[config.mk]
export PLATFORM = sky130hd
export DESIGN_NAME = imm_gen_pipe
export DESIGN_NICKNAME = d
export VERILOG_FILES = /design/src/rtl/imm_pkg.sv /design/src/rtl/imm_format.sv /design/src/rtl/imm_gen_pipe.sv
export SDC_FILE = /design/constraint.sdc
export NUM_CORES = 1
export LEC_CHECK = 0
export BUFFER_PORTS_ARGS = -buffer_cell sky130_fd_sc_hd__buf_4
export CORE_ASPECT_RATIO = 0.5
export CORE_MARGIN = 1
export CORE_UTILIZATION = 46
export DETAILED_ROUTE_END_ITERATION = 8
export PLACE_DENSITY = 0.79
export SLEW_MARGIN = 25
export SYNTH_ARGS = -nofsm -noshare
export SYNTH_HDL_FRONTEND = slang
export SYNTH_SLANG_ARGS = --single-unit
[constraint.sdc]
create_clock -name clk -period 1.9 [get_ports clk]
set_clock_uncertainty 0.15 [all_clocks]
set_input_delay 0.285 -clock clk [delete_from_list [all_inputs] [get_ports clk]]
set_output_delay 0.285 -clock clk [all_outputs]
set_load 0.02 [all_outputs]
[src/rtl/imm_pkg.sv]
// Shared immediate-format encodings for the RV immediate generator.
// Every consumer of imm_src takes its codes from here.
package imm_pkg;

    localparam int          IMM_SRC_W = 3;
    localparam logic [2:0]  IMM_I     = 3'b000;
    localparam logic [2:0]  IMM_S     = 3'b001;
    localparam logic [2:0]  IMM_B     = 3'b010;
    localparam logic [2:0]  IMM_U     = 3'b011;
    localparam logic [2:0]  IMM_J     = 3'b100;
    localparam logic [2:0]  IMM_SHAMT = 3'b101;

    // Codes above SHAMT are reserved and flagged as errors.
    function automatic logic imm_src_legal(input logic [IMM_SRC_W-1:0] src);
        return src <= IMM_SHAMT;
    endfunction

endpackage

[src/rtl/imm_format.sv]
// Combinational extraction of the immediate field from a raw RV instruction.
// Reserved selector codes produce imm=0 with err=1.
module imm_format
    import imm_pkg::*;
#(
    parameter int XLEN = 32
) (
    input  logic [31:0]          instr,
    input  logic [IMM_SRC_W-1:0] imm_src,
    output logic [XLEN-1:0]      imm,
    output logic                 err
);

    // Every signed format is first built as a 32-bit value, then widened to XLEN.
    function automatic logic [XLEN-1:0] sext32(input logic [31:0] v);
        logic [XLEN-1:0] r;
        r       = {XLEN{v[31]}};
        r[31:0] = v;
        return r;
    endfunction

    logic unused_opcode;
    assign unused_opcode = ^instr[6:0];

    always_comb begin
        imm = '0;
        err = !imm_src_legal(imm_src);
        case (imm_src)
            IMM_I:     imm = sext32({{20{instr[31]}}, instr[31:20]});
            IMM_S:     imm = sext32({{20{instr[31]}}, instr[31:25], instr[11:7]});
            IMM_B:     imm = sext32({{19{instr[31]}}, instr[31], instr[7], instr[30:25],
                                     instr[11:8], 1'b0});
            IMM_U:     imm = sext32({instr[31:12], 12'h000});
            IMM_J:     imm = sext32({{11{instr[31]}}, instr[31], instr[19:12], instr[20],
                                     instr[30:21], 1'b0});
            IMM_SHAMT: imm[5:0] = (XLEN == 64) ? instr[25:20] : {1'b0, instr[24:20]};
            default:   imm = '0;
        endcase
    end

endmodule

[src/rtl/imm_gen_pipe.sv]
// Elastic pipeline around imm_format: STAGES valid/ready register slices,
// one result per cycle, full-throughput push/pop when the last stage drains.
module imm_gen_pipe
    import imm_pkg::*;
#(
    parameter int XLEN   = 32,
    parameter int STAGES = 1
) (
    input  logic                 clk,
    input  logic                 rst_n,
    input  logic                 in_valid,
    output logic                 in_ready,
    input  logic [31:0]          instr,
    input  logic [IMM_SRC_W-1:0] imm_src,
    output logic                 out_valid,
    input  logic                 out_ready,
    output logic [XLEN-1:0]      imm_ext,
    output logic                 imm_err
);

    logic [XLEN-1:0] fmt_imm;
    logic            fmt_err;

    imm_format #(.XLEN(XLEN)) u_fmt (
        .instr   (instr),
        .imm_src (imm_src),
        .imm     (fmt_imm),
        .err     (fmt_err)
    );

    // Index 0 is the incoming beat; 1..STAGES are the registered slices.
    logic [STAGES:0]           vld_pipe;
    logic [STAGES:0][XLEN-1:0] imm_pipe;
    logic [STAGES:0]           err_pipe;
    logic [STAGES:1]           rdy;

    assign vld_pipe[0] = in_valid;
    assign imm_pipe[0] = fmt_imm;
    assign err_pipe[0] = fmt_err;

    for (genvar s = 1; s <= STAGES; s++) begin : g_stage
        logic            vld_r;
        logic [XLEN-1:0] imm_r;
        logic            err_r;

        // A slice can load unless it and every slice downstream is full and stalled.
        assign rdy[s] = out_ready || !(&vld_pipe[STAGES:s]);

        always_ff @(posedge clk or negedge rst_n) begin
            if (!rst_n) begin
                vld_r <= 1'b0;
                imm_r <= '0;
                err_r <= 1'b0;
            end else if (rdy[s]) begin
                vld_r <= vld_pipe[s-1];
                if (vld_pipe[s-1]) begin
                    imm_r <= imm_pipe[s-1];
                    err_r <= err_pipe[s-1];
                end
            end
        end

        assign vld_pipe[s] = vld_r;
        assign imm_pipe[s] = imm_r;
        assign err_pipe[s] = err_r;
    end

    assign in_ready  = rdy[1];
    assign out_valid = vld_pipe[STAGES];
    assign imm_ext   = imm_pipe[STAGES];
    assign imm_err   = err_pipe[STAGES];

endmodule

==> key figures <==
Drt
  • Final wirelength: 4.108 mm
  • Post-route antenna net violation count: 0
  • Initial DRT Pass Iterations: 4
  • Routed WL per cell: 16.56 um
  • DRC viols: 0
  • Initial DRC count: 73
  • Via count: 1,465
  • Vias per std cell: 5.907

Floorplanning
  • Initial Util: 50.91%
  • Chip height: 43.77 um
  • Core area: 3153 sq um
  • Die width: 85.55 um
  • Ports: 74
  • # rows: 14
  • Die area: 3744 sq um

Clock tree
  • Root buffer selected by CTS: clkbuf_8
  • Clock net sink count: 34
  • Max Root-Sink Buffers: 2
  • TritonCTS clock tree: yes
  • Skew-Pair Late Insertion Delay: 0.28 ns
  • Htree depth: 2
  • CTS Buf Count: 5
  • Worst-path clk slew: 0.07 ns

Worst setup path
  • Worst path slowest cell: dfrtp_1
  • Critical Path AT: 1.74 ns
  • Crit. End Element: register
  • Kind of critical path: reg2reg
  • CP max stage delay: 0.38 ns
  • Crit path max fanout: 18
  • Worst path cell trace: nor2b_1 > buf_12 > inv_2 > nand2_1 > buf_4 > a221o_1
  • Critical Path RT: 1.91 ns
  • Startpoint types: register

Synth
  • Yosys synthesis warning count: 0
  • Flops & latches, synth: 34
  • Mapped Nets: 172
  • Sequential fraction of the synthesis area: 53.00%
  • Synthesized cell area: 1605 sq um
  • Yosys cell types: 28
  • Cells after synthesis: 133
  • Synthesized area per cell: 12.07 sq um

Run
  • MaxCap Viol Count: 0

Place
  • Post-DP HPWL: 2.879 mm
  • Post-Place Setup Slack: 0.1965 ns
  • GPL Wtd Cong: 0.8007
  • # port buffers: 66

Timing
  • TNS Setup: 0 ns
  • Final min period: 1.726 ns
  • Final WS setup: 0.1743 ns
  • FMAX: 579.5 MHz
  • Setup violations, final: 0
  • Final Cycle Share: 90.83%
  • Fin. Hold Viols: 0
  • Pin slew with the least headroom to its limit: 0.4694 ns
  • RSZ-0062 raised after global routing: false
  • Max-slew headroom: 67.90%
  • Slew Limit Fails: 0

Final layout
  • Diodes inserted: 0
  • Area growth syn-to-layout: 43.57%
  • Share of layout cells above drive strength 1: 45.19%
  • Final nets: 246
  • # fillers: 236

Power
  • Power per cell area: 865.2 nW/um^2
  • P_sw: 0.6099 mW
  • Comb power frac: 28.5%
  • Switching share of total power: 30.59%
  • Internal power: 1.384 mW
  • Power share of the clock group: 27.7%
  • Seq pwr share: 43.8%
  • Leakage: 1.114 nW
  • Peak supply drop: 0.0004520 V

Global route
  • Total GRT Usage: 23.95%
  • First-pass GRT wire length: 6.782 mm
  • Initial antenna violation count: 0
  • Largest net degree at the start of global routing: 35
  • Vias in the first global route: 1,407
  • GRT overflow: 0

Hold path
  • Min-Delay Path Class: in2reg

Outcome
  • Status: complete, no violations
-- power groups by stage --
stage	sequential (mW)	combinational [mW]	clock, mW
floorplan	0.999	0.167	0
global placement	0.883	0.554	0
detailed placement	0.884	0.570	0
CTS	0.874	0.572	0.568
global route	0.883	0.605	0.600
finish	0.874	0.568	0.552
-- synth_stat cells (all sizes together) --
cell | instances | area share, %
mux2 | 1 | 0.70
nor2 | 1 | 0.23
o21ai | 6 | 1.9
dfrtp | 34 | 53
nand2 | 8 | 1.9
nand3b | 11 | 5.1
buf | 10 | 3.1
clkbuf | 3 | 0.70
maj3 | 1 | 0.62
nor4 | 1 | 0.78
a2111oi | 9 | 6.1
a221o | 19 | 12
nand2b | 5 | 1.9
a211o | 4 | 2.2
a21oi | 2 | 0.62
nor2b | 1 | 0.39
inv | 3 | 0.70
o31ai | 1 | 0.47
o211a | 1 | 0.62
a211oi | 1 | 1.2
a22o | 6 | 3.3
or3b | 1 | 0.70
a21o | 1 | 0.47
a22oi | 1 | 0.47
nor3 | 2 | 0.94
-- metal layers --
metal	GRT usage [%]	vias to the layer above	wire length (um)	share of wire, %
met5	0	-	0	0
met4	7.000	0	0	0
met3	6.286	0	215	5.2
met2	37.60	55	1976	48
met1	33.25	732	1916	47
li1	-	678	-	-
-- final timing paths --
path / slack [ns] / endpoint / cells past startpoint / start
hold / removal: 0.07 / imm_ext[9] / 2 / instr[29]
hold reg to reg: 0.34 / imm_ext[4] / 1 / imm_ext[4]
max in group asynchronous: 0.96 / imm_ext[19] / 2 / rst_n
min in group asynchronous: 0.33 / imm_ext[9] / 2 / rst_n
setup reg to reg: 0.17 / imm_ext[19] / 6 / out_valid
setup / recovery: 0.17 / imm_ext[19] / 6 / out_valid
-- cell type report --
class	instances	area (sq um)	share of cell area, %
Multi-Input combinational cell	83	681.9	29.59
Timing Repair Buffer	80	615.6	26.71
Tap cell	40	50.05	2.172
Clock inverter	2	12.51	0.5429
Inverter	3	11.26	0.4886
Sequential cell	34	850.8	36.92
Clock buffer	6	82.58	3.583
-- cell families after synthesis --
logic type      after synthesis  synth area share, %
buf+inv                      16                4.521
compound gates               51                29.15
fa+ha+maj                     1               0.6236
mux                           1               0.7014
simple gates                 30                12.00
flops                        34                53.00
-- cells in the final DEF, fill, tap and decap left out, types with 4 or more instances in the layout --
cell | Yosys | layout
a211o_1 | 4 | 4
clkbuf_8 | 0 | 6
nand2b_1 | 5 | 5
nand2_1 | 8 | 8
o21ai_0 | 6 | 6
buf_4 | 0 | 78
a22o_1 | 6 | 6
a2111oi_0 | 8 | 8
nand3b_1 | 11 | 11
a221o_1 | 19 | 19
dfrtp_1 | 34 | 34
-- registers in the layout (all words and copies together), names as in the netlist --
register and count:
imm_err 1, imm_ext 32, out_valid 1
-- through the flow --
stage	util (%)	hold slack [ns]	power [mW]	cell area [sq um]	std cells
final	73.10	0.07462	1.994	2305	248
after global routing	73.10	0.06815	2.088	2305	248
after CTS	73.10	0.06679	2.013	2305	248
after detailed placement	69.76	0.1105	1.454	2200	239
after global placement	69.76	0.09850	1.437	2200	239
after floorplan	-	-0.1606	1.166	1605	133
-- critical path, delay by kind of cell, from the launching register on --
kind / cells / cell delay, ns
compound gates: 1 / 0.36
buf+inv: 3 / 0.45
flops: 1 / 0.38
simple gates: 2 / 0.25
-- timing repair --
item                                   in CTS  in global routing
hold buffers                                1                  0
buffers inserted                            0                  0
endpoints found under the hold margin      34                  0
gates resized for setup                     0                  0
Power figures use the tool's default switching activity.
